===== src/rtl/ysyx_22040088_pcgen.sv =====
// Fetch program-counter generator: holds the fetch PC, steps it on IFU handshakes, and takes prioritised redirects.
// Latency: one cycle from redirect or handshake to the new pc; all outputs are registered or decoded from state.
// Backpressure: pc is held while pc_valid & !pc_ready; redirects flush regardless of pc_ready.
//
// Ports:
//   clk, rst        rising-edge clock, synchronous active-high reset
//   redir_sel       one request bit per redirect source (index 0 = highest priority)
//   redir_pc        packed targets, source i at [i*XLEN +: XLEN]
//   ilen_c          accepted instruction was 16-bit (only with compressed support)
//   pc_valid/ready  fetch request handshake towards the IFU
//   pc              current fetch PC
//   halted          fetch stopped on a misaligned target
//   bad_target      the misaligned target that caused the halt
//
// Optional feature macro: YSYX_22040088_RVC_EN enables 16-bit alignment and 2/4-byte increments.
module ysyx_22040088_pcgen #(
    parameter int              XLEN     = 64,
    parameter int              NSRC     = 6,
    parameter int              TRAP_SRC = 0,
    parameter logic [XLEN-1:0] RESET_PC = XLEN'(64'h8000_0000)
) (
    input  logic              clk,
    input  logic              rst,
    input  logic [NSRC-1:0]   redir_sel,
    input  logic [NSRC*XLEN-1:0] redir_pc,
    input  logic              ilen_c,
    output logic              pc_valid,
    input  logic              pc_ready,
    output logic [XLEN-1:0]   pc,
    output logic              halted,
    output logic [XLEN-1:0]   bad_target
);

    localparam int IDXW = (NSRC > 1) ? $clog2(NSRC) : 1;
    localparam logic [IDXW-1:0] TRAP_IDX = IDXW'(TRAP_SRC);

    typedef enum logic [1:0] {
        ST_BOOT = 2'd0,
        ST_RUN  = 2'd1,
        ST_HALT = 2'd2
    } state_t;

    state_t          state_q, state_d;
    logic [XLEN-1:0] pc_q, pc_d;
    logic [XLEN-1:0] bad_q, bad_d;

    logic [IDXW-1:0] win;
    logic [XLEN-1:0] tgt;
    logic            has_redir;
    logic            misal;
    logic [XLEN-1:0] inc;

    // Priority pick: scan from the lowest priority upwards so the lowest set index is the last write.
    always_comb begin
        win = '0;
        tgt = '0;
        for (int i = NSRC - 1; i >= 0; i--) begin
            if (redir_sel[i]) begin
                win = IDXW'(i);
                tgt = redir_pc[i*XLEN +: XLEN];
            end
        end
    end

    assign has_redir = |redir_sel;

`ifdef YSYX_22040088_RVC_EN
    assign misal = tgt[0];
    assign inc   = ilen_c ? XLEN'(2) : XLEN'(4);
`else
    // Without compressed instructions the length hint carries no information.
    logic unused_ilen_c;
    assign unused_ilen_c = ilen_c;
    assign misal = |tgt[1:0];
    assign inc   = XLEN'(4);
`endif

    always_comb begin
        state_d = state_q;
        pc_d    = pc_q;
        bad_d   = bad_q;
        unique case (state_q)
            ST_BOOT: begin
                state_d = ST_RUN;
                if (has_redir) begin
                    if (misal) begin
                        state_d = ST_HALT;
                        bad_d   = tgt;
                    end else begin
                        pc_d = tgt;
                    end
                end
            end
            ST_RUN: begin
                // A redirect is a flush: it overrides any handshake in the same cycle.
                if (has_redir) begin
                    if (misal) begin
                        state_d = ST_HALT;
                        bad_d   = tgt;
                    end else begin
                        pc_d = tgt;
                    end
                end else if (pc_ready) begin
                    pc_d = pc_q + inc;
                end
            end
            ST_HALT: begin
                // Only the trap path may leave HALT, and only if it actually wins arbitration.
                if (has_redir && (win == TRAP_IDX)) begin
                    if (misal) begin
                        bad_d = tgt;
                    end else begin
                        pc_d    = tgt;
                        state_d = ST_RUN;
                    end
                end
            end
            default: begin
                state_d = ST_BOOT;
            end
        endcase
    end

    always_ff @(posedge clk) begin
        if (rst) begin
            state_q <= ST_BOOT;
            pc_q    <= RESET_PC;
            bad_q   <= '0;
        end else begin
            state_q <= state_d;
            pc_q    <= pc_d;
            bad_q   <= bad_d;
        end
    end

    assign pc_valid   = (state_q == ST_RUN);
    assign halted     = (state_q == ST_HALT);
    assign pc         = pc_q;
    assign bad_target = bad_q;

endmodule


===== config.mk =====
export PLATFORM = sky130hd
export DESIGN_NAME = ysyx_22040088_pcgen
export DESIGN_NICKNAME = d
export VERILOG_FILES = /design/src/rtl/ysyx_22040088_pcgen.sv
export SDC_FILE = /design/constraint.sdc
export NUM_CORES = 1
export LEC_CHECK = 0
export CORE_AREA = 2 2 202 204
export DETAILED_ROUTE_END_ITERATION = 16
export DIE_AREA = 0 0 204 206
export PLACE_DENSITY = 0.65
export SETUP_SLACK_MARGIN = 0.02
export SYNTH_ARGS = -nofsm -noshare
export SYNTH_HDL_FRONTEND = slang
export SYNTH_SLANG_ARGS = --single-unit
export TNS_END_PERCENT = 5

===== constraint.sdc =====
create_clock -name clk -period 2.65 [get_ports clk]
set_input_delay 0.3975 -clock clk [delete_from_list [all_inputs] [get_ports clk]]
set_output_delay 0.3975 -clock clk [all_outputs]
set_load 0.005 [all_outputs]

# Word level (Yosys, flattened, before mapping)
# Cells that the tools add are included.
# word_totals
regBits	130
input_bits	394
out_inout_bits	130
word_cells	53
# classes
addsub	1
eq_ne	9
n_mux	29
n_reduce_logical	11
# ops
cell	n
$mux W64	14
$pmux W64 S3	1
$pmux W64 S2	1
$add A64 B3 Y64 const B	1
$mux W3	6
$mux W2	6
$ne A2 B1 Y1 const B	4
$reduce_and A4 Y1	2
$pmux W2 S3	1
$reduce_or A6 Y1	1
$ne A2 B2 Y1 const B	2
$reduce_or A2 Y1	2
$logic_not A3 Y1	1
$ne A3 B1 Y1 const B	1
$reduce_and A3 Y1	1
$reduce_bool A3 Y1	1
$eq A2 B1 Y1 const B	1
$eq A2 B2 Y1 const B	1
$logic_not A2 Y1	1
$reduce_bool A2 Y1	1
$logic_and A1 B1 Y1	1

# Depth between registers and ports, before layout
# logic_depth
ltp_word	10
depth_mapped	9
ltp_nobuf	7

# Worst setup path before layout
# No wires, ideal clock.
# synth_path
kind	register to register
from	register pc_q[2] (netlist: pc[2])
to	register pc_q[42] (netlist: pc[42])
setup_ns	0.122
arrival_ns	1.974
required_ns	2.528
path_slack_ns	0.555
stages_incl_launch_ff	8
n_path_buf	0
period_less_slack_ns	2.095
cell_sequence	dfxtp_1 ha_1 nand3_2 nor3_4 nand3_2 or4_1 mux2i_1 a21oi_1
# synth_via
elab_chain_cells	4
# synth_rtl
item	line_no	text
start, declared	44	logic [XLEN-1:0] pc_q, pc_d;
start signal, assigned	131	pc_q <= pc_d;
$add A64 B3 Y64	104	pc_d = pc_q + inc;
$mux W64	103	end else if (pc_ready) begin
$mux W64	96	if (has_redir) begin
$pmux W64 S3	82	unique case (state_q)
# Every way passes these cells. The select of a mux whose other input is x is not followed.
# A chain may end at the register's enable or synchronous reset.

# Worst setup path after layout
# layout_path
from	register pc_q[2] (netlist: pc[2])
to	register pc_q[50] (netlist: pc[50])
# The elaborated chain is that of the path after synthesis.

==> flow_metrics.py <==
metrics = {
    "run_status": {
        "outcome": "finished clean",
    },
    "synthesis": {
        "synth_common_cells": "136 x nor2_1, 130 x dfxtp_1, 106 x nand2_1, 92 x a21oi_1, 71 x o21ai_0",
        "synth_top_area_cell": "dfxtp_1",
        "yosys.cell_count.top_type": "nor2_1",
        "ys_warn_count": 0,
        "synth_edf_count": 0,
        "yosysSeqAreaShare": 0.288,
        "ys_ff_latch": 130,
        "yosys-top-cells-area": "dfxtp_1 29%, a221oi_1 6.3%, nor2_1 5.6%, a21oi_1 5.1%, nand2_1 4.4%",
        "synthesis.area_mm2": 0.00904,
        "synthFlopType": "dfxtp_1",
        "async_reset_ff_frac": 0,
        "synth_cell_types": 77,
        "yosysTopAreaCellShare": 0.288,
        "syn_avg_cell_area_um2": 7.42,
        "syn-instance-count": 1219,
        "syn_nets": 1614,
    },
    "critical_path": {
        "worstSetupPathType": "flop to flop",
        "start_kind": "flop",
        "cp.arrival_ns": 2.79,
        "critPathLaunch": "pc[2]$_SDFFE_PP0P_",
        "cp.required_ns": 2.92,
        "critPathMaxFanout": 10,
        "r2r_start": "pc[2]$_SDFFE_PP0P_",
        "end_kind": "flop",
    },
    "sta": {
        "slew_violations": 0,
        "fin_skew_ns": 0.0105,
        "worst_slew_pin_slew_ns": 0.770,
        "holdWs_ns": 0.452,
        "slew_headroom": 0.487,
        "worst_slack_ns": 0.132,
        "fmax_mhz": 397,
        "finalCritPeriodShare": 0.950,
        "setup_viol": 0,
        "hold_viol_final": 0,
        "fin_tns_setup_ns": 0,
        "finalCriticalPeriod_ns": 2.52,
        "rsz0062_at_grt": "false",
    },
    "global_routing": {
        "grtUsageTotal": 0.290,
        "grt_pass1_wl_um": 87700,
        "grt_max_degree": 61,
        "grt_overflow": 0,
        "grt_pass1_vias": 12400,
        "antenna_found_initial": 18,
    },
    "die": {
        "die_h_um": 206,
        "start_util": 0.225,
        "io_pins": 524,
        "core_area_mm2": 0.0402,
        "fp.dieW_um": 204,
        "rows": 74,
        "fp.dieArea_mm2": 0.0420,
    },
    "drt": {
        "routedWlPerCell_um": 27.2,
        "top_layer_used": "met5",
        "wl_met2_um": 29300,
        "drt_pre_antenna_iters": 7,
        "wl_met3_um": 5270,
        "met1_length_um": 26300,
        "finalWirelength_um": 63900,
        "drc": 0,
        "drt_iter0_drc": 1250,
        "antenna_left": 0,
        "vias": 13100,
        "viasPerCell": 5.57,
    },
    "clock_tree": {
        "cts_max_path_buffers": 2,
        "cts_setup_buffers": 0,
        "cts_tree": "built",
        "clock-root-buffer": "clkbuf_16",
        "cts_resized": 0,
        "clk_pin_slew_ns": 0.06,
        "insertion_delay_ns": 0.42,
        "htree_levels": 4,
        "clkSinkCount": 130,
        "cts_made_buffers": 17,
        "cts-hold-fix-buffers": 0,
    },
    "placed_design": {
        "gp_congestion": 0.934,
        "dpl.hpwl_um": 51900,
        "pre_cts_slack_ns": -0.206,
        "port_buffers": 522,
    },
    "finish": {
        "fillCellCount": 4165,
        "drive_gt1_frac": 0.127,
        "area_growth_pct": 80.3,
        "final_net_count": 2179,
        "fin_util": 0.406,
    },
    "job": {
        "max_cap_violations": 0,
    },
    "power": {
        "p_leak_nw": 5.86,
        "p_per_area_mw_per_mm2": 461,
        "vdd_drop_max_v": 0.000412,
        "power_mw": 7.52,
    },
    "min_path": {
        "hp-start": "rst",
        "hold_path.class": "input port to flop",
    },
}
==> metrics by stage <==
| stage | cell area (µm²) | std cells |
|---|---|---|
| floorplan | 9040 | 1219 |
| global placement | 15700 | 2297 |
| detailed placement | 15700 | 2297 |
| CTS | 16300 | 2329 |
| global route | 16300 | 2343 |
| finish | 16300 | 2344 |
==> final timing paths <==
| kind | end | cells after the start | slack, ns |
|---|---|---|---|
| setup / recovery | pc[50]$_SDFFE_PP0P_ | 7 | 0.13 |
| hold / removal | state_q[0]$_SDFFE_PP0P_ | 3 | 0.45 |
| setup reg to reg | pc[50]$_SDFFE_PP0P_ | 7 | 0.13 |
| hold reg to reg | bad_target[12]$_SDFFE_PP0P_ | 2 | 0.46 |
==> cell type report <==
type | instances | area (µm²) | share of cell area
Clock inverter | 15 | 170 | 0.0104
Timing Repair Buffer | 670 | 6500 | 0.399
Tap cell | 532 | 666 | 0.0408
Clock buffer | 17 | 425 | 0.0261
Antenna cell | 15 | 37.5 | 0.00230
Inverter | 16 | 60.1 | 0.00368
Sequential cell | 130 | 2600 | 0.160
Multi-Input combinational cell | 949 | 5840 | 0.358
==> registers in the layout (all words and copies together) (netlist names) <==
signal	flops
bad_target	64
pc	64
state_q	2
==> critical path: stages, from the launching register on <==
cell,delay (ns)
dfxtp_1,0.41
ha_1,0.28
nand3_2,0.16
nor3_4,0.32
nand3_2,0.28
or4_1,0.60
o32ai_1,0.22
nor3_1,0.10
==> cells in the final DEF, fill, tap and decap left out, types with 17 or more instances in the layout <==
master | synthesis | routed
nand4_1 | 19 | 19
a22oi_1 | 47 | 47
and3_1 | 23 | 23
dfxtp_1 | 130 | 130
nand3_1 | 31 | 31
nand2_1 | 106 | 105
clkbuf_16 | 0 | 17
a221oi_1 | 65 | 65
a221o_1 | 19 | 19
nor4_1 | 19 | 19
nor3_1 | 63 | 63
o22ai_1 | 48 | 48
clkdlybuf4s50_1 | 0 | 516
nor2_1 | 136 | 135
o21ai_0 | 71 | 71
a211oi_1 | 35 | 35
buf_4 | 6 | 136
a21oi_1 | 92 | 92
==> logic make-up after synthesis <==
logic type	after synthesis	share of synthesized area
compound gates	477	0.374
flops	130	0.288
mux	9	0.00996
simple gates	458	0.254
xor+xnor	4	0.00388
fa+ha+maj	1	0.00138
buf+inv	140	0.0691
==> layer usage <==
layer  track usage  up-vias
li1              -     5894
met1         0.372     6294
met2         0.456      725
met3        0.0681      135
met4         0.140        4
met5             0        -
==> power by group <==
part           switching, mW  internal [mW]  total [mW]
Combinational           1.25           1.43        2.68
Sequential             0.205           2.17        2.37
Clock                   1.05           1.42        2.47
Total                   2.51           5.01        7.52
Note: power is estimated with default switching activity, not from simulation.
